$ cat src/rtl/sync_fifo.sv
// sync_fifo: single-clock FIFO, registered pop data, async active-high reset.
// Optional sticky overflow/underflow outputs when SYNC_FIFO_ERR_FLAGS_EN is defined.
module sync_fifo #(
  parameter int DATA_WIDTH = 8,
  parameter int DEPTH      = 8,
  localparam int AW        = $clog2(DEPTH)
) (
  input  logic                  clk,
  input  logic                  reset,
  input  logic                  read,
  input  logic                  write,
  input  logic [DATA_WIDTH-1:0] write_data,
  output logic [DATA_WIDTH-1:0] read_data,
  output logic                  full,
  output logic                  empty,
  output logic [AW:0]           count
`ifdef SYNC_FIFO_ERR_FLAGS_EN
  ,
  output logic                  overflow,
  output logic                  underflow
`endif
);

  localparam logic [AW:0] LP_FULL = (AW + 1)'(DEPTH);

  logic [DATA_WIDTH-1:0] r_mem [DEPTH];
  logic [AW-1:0]         r_wr_ptr;
  logic [AW-1:0]         r_rd_ptr;
  logic [AW:0]           r_count;
  logic [DATA_WIDTH-1:0] r_read_data;

  logic w_full;
  logic w_empty;
  logic w_wr_en;
  logic w_rd_en;

  assign w_full  = (r_count == LP_FULL);
  assign w_empty = (r_count == '0);

  // A read frees a slot in the same edge, so a full FIFO may still accept a write.
  assign w_wr_en = write && (!w_full || read);
  assign w_rd_en = read && !w_empty;

  assign full      = w_full;
  assign empty     = w_empty;
  assign count     = r_count;
  assign read_data = r_read_data;

  // Storage array: not reset, writes blocked while reset is held.
  always_ff @(posedge clk) begin
    if (!reset && w_wr_en) begin
      r_mem[r_wr_ptr] <= write_data;
    end
  end

  // Write pointer advances on every accepted push.
  always_ff @(posedge clk or posedge reset) begin
    if (reset) begin
      r_wr_ptr <= '0;
    end else if (w_wr_en) begin
      r_wr_ptr <= r_wr_ptr + AW'(1);
    end
  end

  // Read pointer and registered pop data; data holds when no pop.
  always_ff @(posedge clk or posedge reset) begin
    if (reset) begin
      r_rd_ptr    <= '0;
      r_read_data <= '0;
    end else if (w_rd_en) begin
      r_rd_ptr    <= r_rd_ptr + AW'(1);
      r_read_data <= r_mem[r_rd_ptr];
    end
  end

  // Occupancy tracks push-only and pop-only cycles.
  always_ff @(posedge clk or posedge reset) begin
    if (reset) begin
      r_count <= '0;
    end else begin
      unique case ({w_wr_en, w_rd_en})
        2'b10:   r_count <= r_count + (AW + 1)'(1);
        2'b01:   r_count <= r_count - (AW + 1)'(1);
        default: r_count <= r_count;
      endcase
    end
  end

`ifdef SYNC_FIFO_ERR_FLAGS_EN
  logic r_overflow;
  logic r_underflow;

  assign overflow  = r_overflow;
  assign underflow = r_underflow;

  // Sticky error flags, cleared only by reset.
  always_ff @(posedge clk or posedge reset) begin
    if (reset) begin
      r_overflow  <= 1'b0;
      r_underflow <= 1'b0;
    end else begin
      if (write && w_full && !read) begin
        r_overflow <= 1'b1;
      end
      if (read && w_empty) begin
        r_underflow <= 1'b1;
      end
    end
  end
`endif

endmodule

$ cat config.mk
export PLATFORM = sky130hd
export DESIGN_NAME = sync_fifo
export DESIGN_NICKNAME = d
export VERILOG_FILES = /design/src/rtl/sync_fifo.sv
export SDC_FILE = /design/constraint.sdc
export NUM_CORES = 1
export LEC_CHECK = 0
export CORE_AREA = 2 2 82 92
export CTS_BUF_LIST = sky130_fd_sc_hd__clkbuf_8
export CTS_CLUSTER_DIAMETER = 100
export DETAILED_ROUTE_END_ITERATION = 8
export DIE_AREA = 0 0 84 94
export PLACE_DENSITY = 0.69
export RECOVER_POWER = 25
export SYNTH_ARGS = -nofsm -noshare
export SYNTH_HDL_FRONTEND = slang
export SYNTH_SLANG_ARGS = --single-unit
$ cat constraint.sdc
create_clock -name clk -period 3.3 [get_ports clk]
set_input_delay 0.33 -clock clk [delete_from_list [all_inputs] [get_ports clk]]
set_output_delay 0.33 -clock clk [all_outputs]
set_load 0.03 [all_outputs]
==> metrics list <==
- Clock input transition at the sequential cells of the worst setup and hold paths: 0.08 ns
* Total clock buffers created by CTS: 9
- Across the VDD grid, the largest voltage drop is 0.000485 V.
- Clock tree from TritonCTS: yes
- Global routing consumed, over all layers together, 17.1% of the routing resources.
* Slew margin rel.: roughly 32%
* Most Frequent Cell on Critical Path: sky130_fd_sc_hd__ha_1
- Power density of the placed cells: 830 nW/um2
- Final setup violation count: 0
- For the worst setup path, the data required time is 3.54 ns.
- Primary FF master, synth: sky130_fd_sc_hd__edfxtp_1
- Max-cap violations in this run came to 0.
- The pre-antenna-repair detailed-routing pass consisted of 4 iterations.
- The number of placed instances, taps included, is 330.
* Worst path cell trace: or4b_4, o21a_4, clkinv_2, ha_1, ha_1, a21o_1, a2111oi_0, nand4b_1, nand3_1
- Maximum frequency from static timing analysis: approximately 0.35 GHz
* Final cell utilization of the core: 57.0%
* DIE HEIGHT: 94 um
- Vias in the first global route: 1909
- At the pin with the least slew margin, the transition time is 1.01 ns.
- First-pass GRT wire length: 9.85 mm
- Pin count of the biggest net entering global routing: 35
- The die covers 7900 um2.
- The number of antenna violations at the first check in global routing is 0.
- Number of hold buffers added after CTS: 0
- Static leakage: 1.45 nW
- Clock skew on the completed layout was measured at 0.00946 ns.
- The initial utilization of the core area, before any placement, comes to 49.2%.
- The count of endpoints failing hold in the final timing report came to 0.
* Worst slack after detailed placement: 0.301 ns
- In this run the tool buffered the top-level ports with 25 buffer cells.
- Setup repair after global routing left no endpoint under its margin.
- Slowest Stage Delay on Critical Path: 0.59 ns
- Count of placed standard cells in the final layout, fillers left out: 347
- Run status: complete, no violations
- The min-delay analysis places its worst path in the category flop to flop.
- Final-layout fill cell count: 557
- For this run the aggregate overflow at the end of global routing stands at 0.
- In this run the cell area of the synthesized design comes to 3410 um2.
* Total number of clock tree sinks: 82
- The longest clock path from root to sink contains 2 buffers.
- Synthesized area per cell: about 16 um2
- Max-slew violation total from the final report: 0
- Number of H-tree levels: 3
- The floorplan step defined a core boundary enclosing about 6900 um2.
- Detailed Route Iter0 Violations: 128
* Highest net fanout along the worst path: 7
- Gates resized during post-CTS repair numbered 0.
- Top Ports: 26
- Post-synth EDFFs: 64
* Post-synthesis net count: approximately 240
- Once routing completed, OpenROAD measured the worst setup slack at approximately 0.46 ns.
* Via Count: 1897
- Together, buffers and inverters on the worst path number 1.
- In the final routed layout, each cell accounts on average for 17.4 um.
* Worst-skew pair later-pin latency: ~0.35 ns
* Final HPWL DP: 3.98 mm
- Critical path capture point type: flop
- Total routed wirelength: 6.03 mm
* Number of design rule violations left after detail routing: 0
- After the last flow step, the layout net total stands at around 280.
- The congestion estimate from routability-driven global placement came to just over 0.8.
- Minimum clock period: 2.84 ns
- Mean number of vias per cell: 5.47
- Overall power consumption after layout is estimated at 3.27 mW.
- Counting distinct cell types in the post-synthesis netlist gives 37.
- Cell type group with the largest total delay on the critical path: compound AO/OA/AOI/OAI gates
- The number of antenna diodes in the final layout is 0.
- Category of the most critical setup path: flop to flop
- STA puts the critical path data arrival time at 3.08 ns.
* Layout cell share with drive strength beyond 1: 17.9%
* Root buf cell: sky130_fd_sc_hd__clkbuf_8
- In this run, synthesis produced a sequential element count of between 80 and 90.
* Number of setup buffers added after CTS: 0
- Post-synthesis instance total: about 220
- The worst setup path is launched from a flop.
- Final worst-path cycle share: between 80% and 90%
- Horizontal die dimension: 84 um
* Antenna-violating nets left: 0
* Number of warnings reported in the yosys synthesis log: 0
* Seq/Total Area, Yosys: 69.6%
* Setup TNS: 0 ns
- The floorplan has 32 rows.
- In the synthesized netlist the async set-or-reset flop fraction comes to between 20% and 30%.
* Slowest library cell on the worst path: sky130_fd_sc_hd__or4b_4
- Growth of design area from synthesis to finish: 15.8%
cell usage after synthesis (5+ instances only):
cell,instances,area share (%)
sky130_fd_sc_hd__nor2_1,10,1.1
sky130_fd_sc_hd__o22ai_1,8,1.5
sky130_fd_sc_hd__nand2_1,24,2.6
sky130_fd_sc_hd__edfxtp_1,64,56
sky130_fd_sc_hd__mux2i_1,17,5.0
sky130_fd_sc_hd__mux2_2,16,5.3
sky130_fd_sc_hd__ha_1,5,1.8
sky130_fd_sc_hd__a221o_1,8,2.4
sky130_fd_sc_hd__dfrtp_1,18,13
sky130_fd_sc_hd__inv_1,5,0.55
sky130_fd_sc_hd__o21ai_1,5,0.73
through the flow:
step	instance area (um2)	hold WS, ns
after CTS	3940	0.440
after detailed placement	3760	0.477
after floorplan	3410	0.277
final	3950	0.487
after global routing	3950	0.530
after global placement	3760	0.466
worst reg2reg max path: stages, from the launching register on:
cell and delay, ns:
sky130_fd_sc_hd__dfrtp_1 0.48, sky130_fd_sc_hd__or4b_4 0.59, sky130_fd_sc_hd__o21a_4 0.24, sky130_fd_sc_hd__clkinv_2 0.07, sky130_fd_sc_hd__ha_1 0.23, sky130_fd_sc_hd__ha_1 0.26, sky130_fd_sc_hd__a21o_1 0.21, sky130_fd_sc_hd__a2111oi_0 0.43
sky130_fd_sc_hd__nand4b_1 0.17, sky130_fd_sc_hd__nand3_1 0.07
layer usage:
metal | part of all wire (%) | global-route usage [%] | vias up
li1 | - | - | 909
met2 | 53 | 29.5 | 38
met3 | 3.8 | 3.69 | 12
met4 | 2.1 | 7.66 | 0
met1 | 41 | 20.8 | 938
met5 | 0 | 0 | -
worst paths after layout:
kind,startpoint,depth (start not counted),slack (ns),end
min in group asynchronous,reset,3,0.84,read_data[1]
hold reg to reg,read_data[5],2,0.49,read_data[5]
setup reg to reg,count[0],9,0.46,count[3]
hold / removal,read_data[5],2,0.49,read_data[5]
max in group asynchronous,reset,3,1.85,read_data[6]
setup / recovery,count[0],9,0.46,count[3]
registers in the layout (all words and copies together) (netlist names):
signal / cells
count: 4
read_data: 8
r_mem: 64
r_rd_ptr: 3
r_wr_ptr: 3
cells in the final DEF (no fill, tap or decap), drive strengths merged, types with 2 or more instances in the layout:
master	synthesis	layout
edfxtp	64	64
nand2	25	25
clkdlybuf4s50	0	20
dfrtp	18	18
mux2i	17	17
mux2	16	16
nor2	10	10
clkbuf	1	10
buf	7	9
inv	6	9
o21ai	9	9
o22ai	8	8
a221o	8	8
ha	5	5
dlygate4sd3	0	5
xnor2	4	4
nor4	3	3
nand3	3	3
clkinv	1	3
clkinvlp	0	2
nand2b	2	2
cell families (layout without fill, tap and decap cells):
group,Yosys count,count (layout),share of synthesized area [%]
XOR/XNOR,5,5,1.29
AO/OA/AOI/OAI,30,30,7.01
buffers and inverters,15,58,2.79
flip-flops,82,82,69.6
adder cells (fa/ha/maj),6,6,2.42
multiplexers,33,33,10.3
AND/OR/NAND/NOR,48,48,6.57
report_power, final:
part | switching [mW] | total (mW) | internal (mW)
clock network | 0.369 | 0.647 | 0.278
registers | 0.133 | 1.41 | 1.28
logic | 0.676 | 1.21 | 0.536
cell type report:
| class | count | area, um2 | area share [%] |
|---|---|---|---|
| Clock inverter | 7 | 53.8 | 1.36 |
| Inverter | 7 | 27.5 | 0.698 |
| Multi-Input combinational cell | 122 | 940 | 23.8 |
| Timing Repair Buffer | 35 | 322 | 8.15 |
| Clock buffer | 9 | 124 | 3.14 |
| Tap cell | 85 | 106 | 2.70 |
| Sequential cell | 82 | 2370 | 60.1 |
Note: power is estimated with default switching activity, not from simulation.
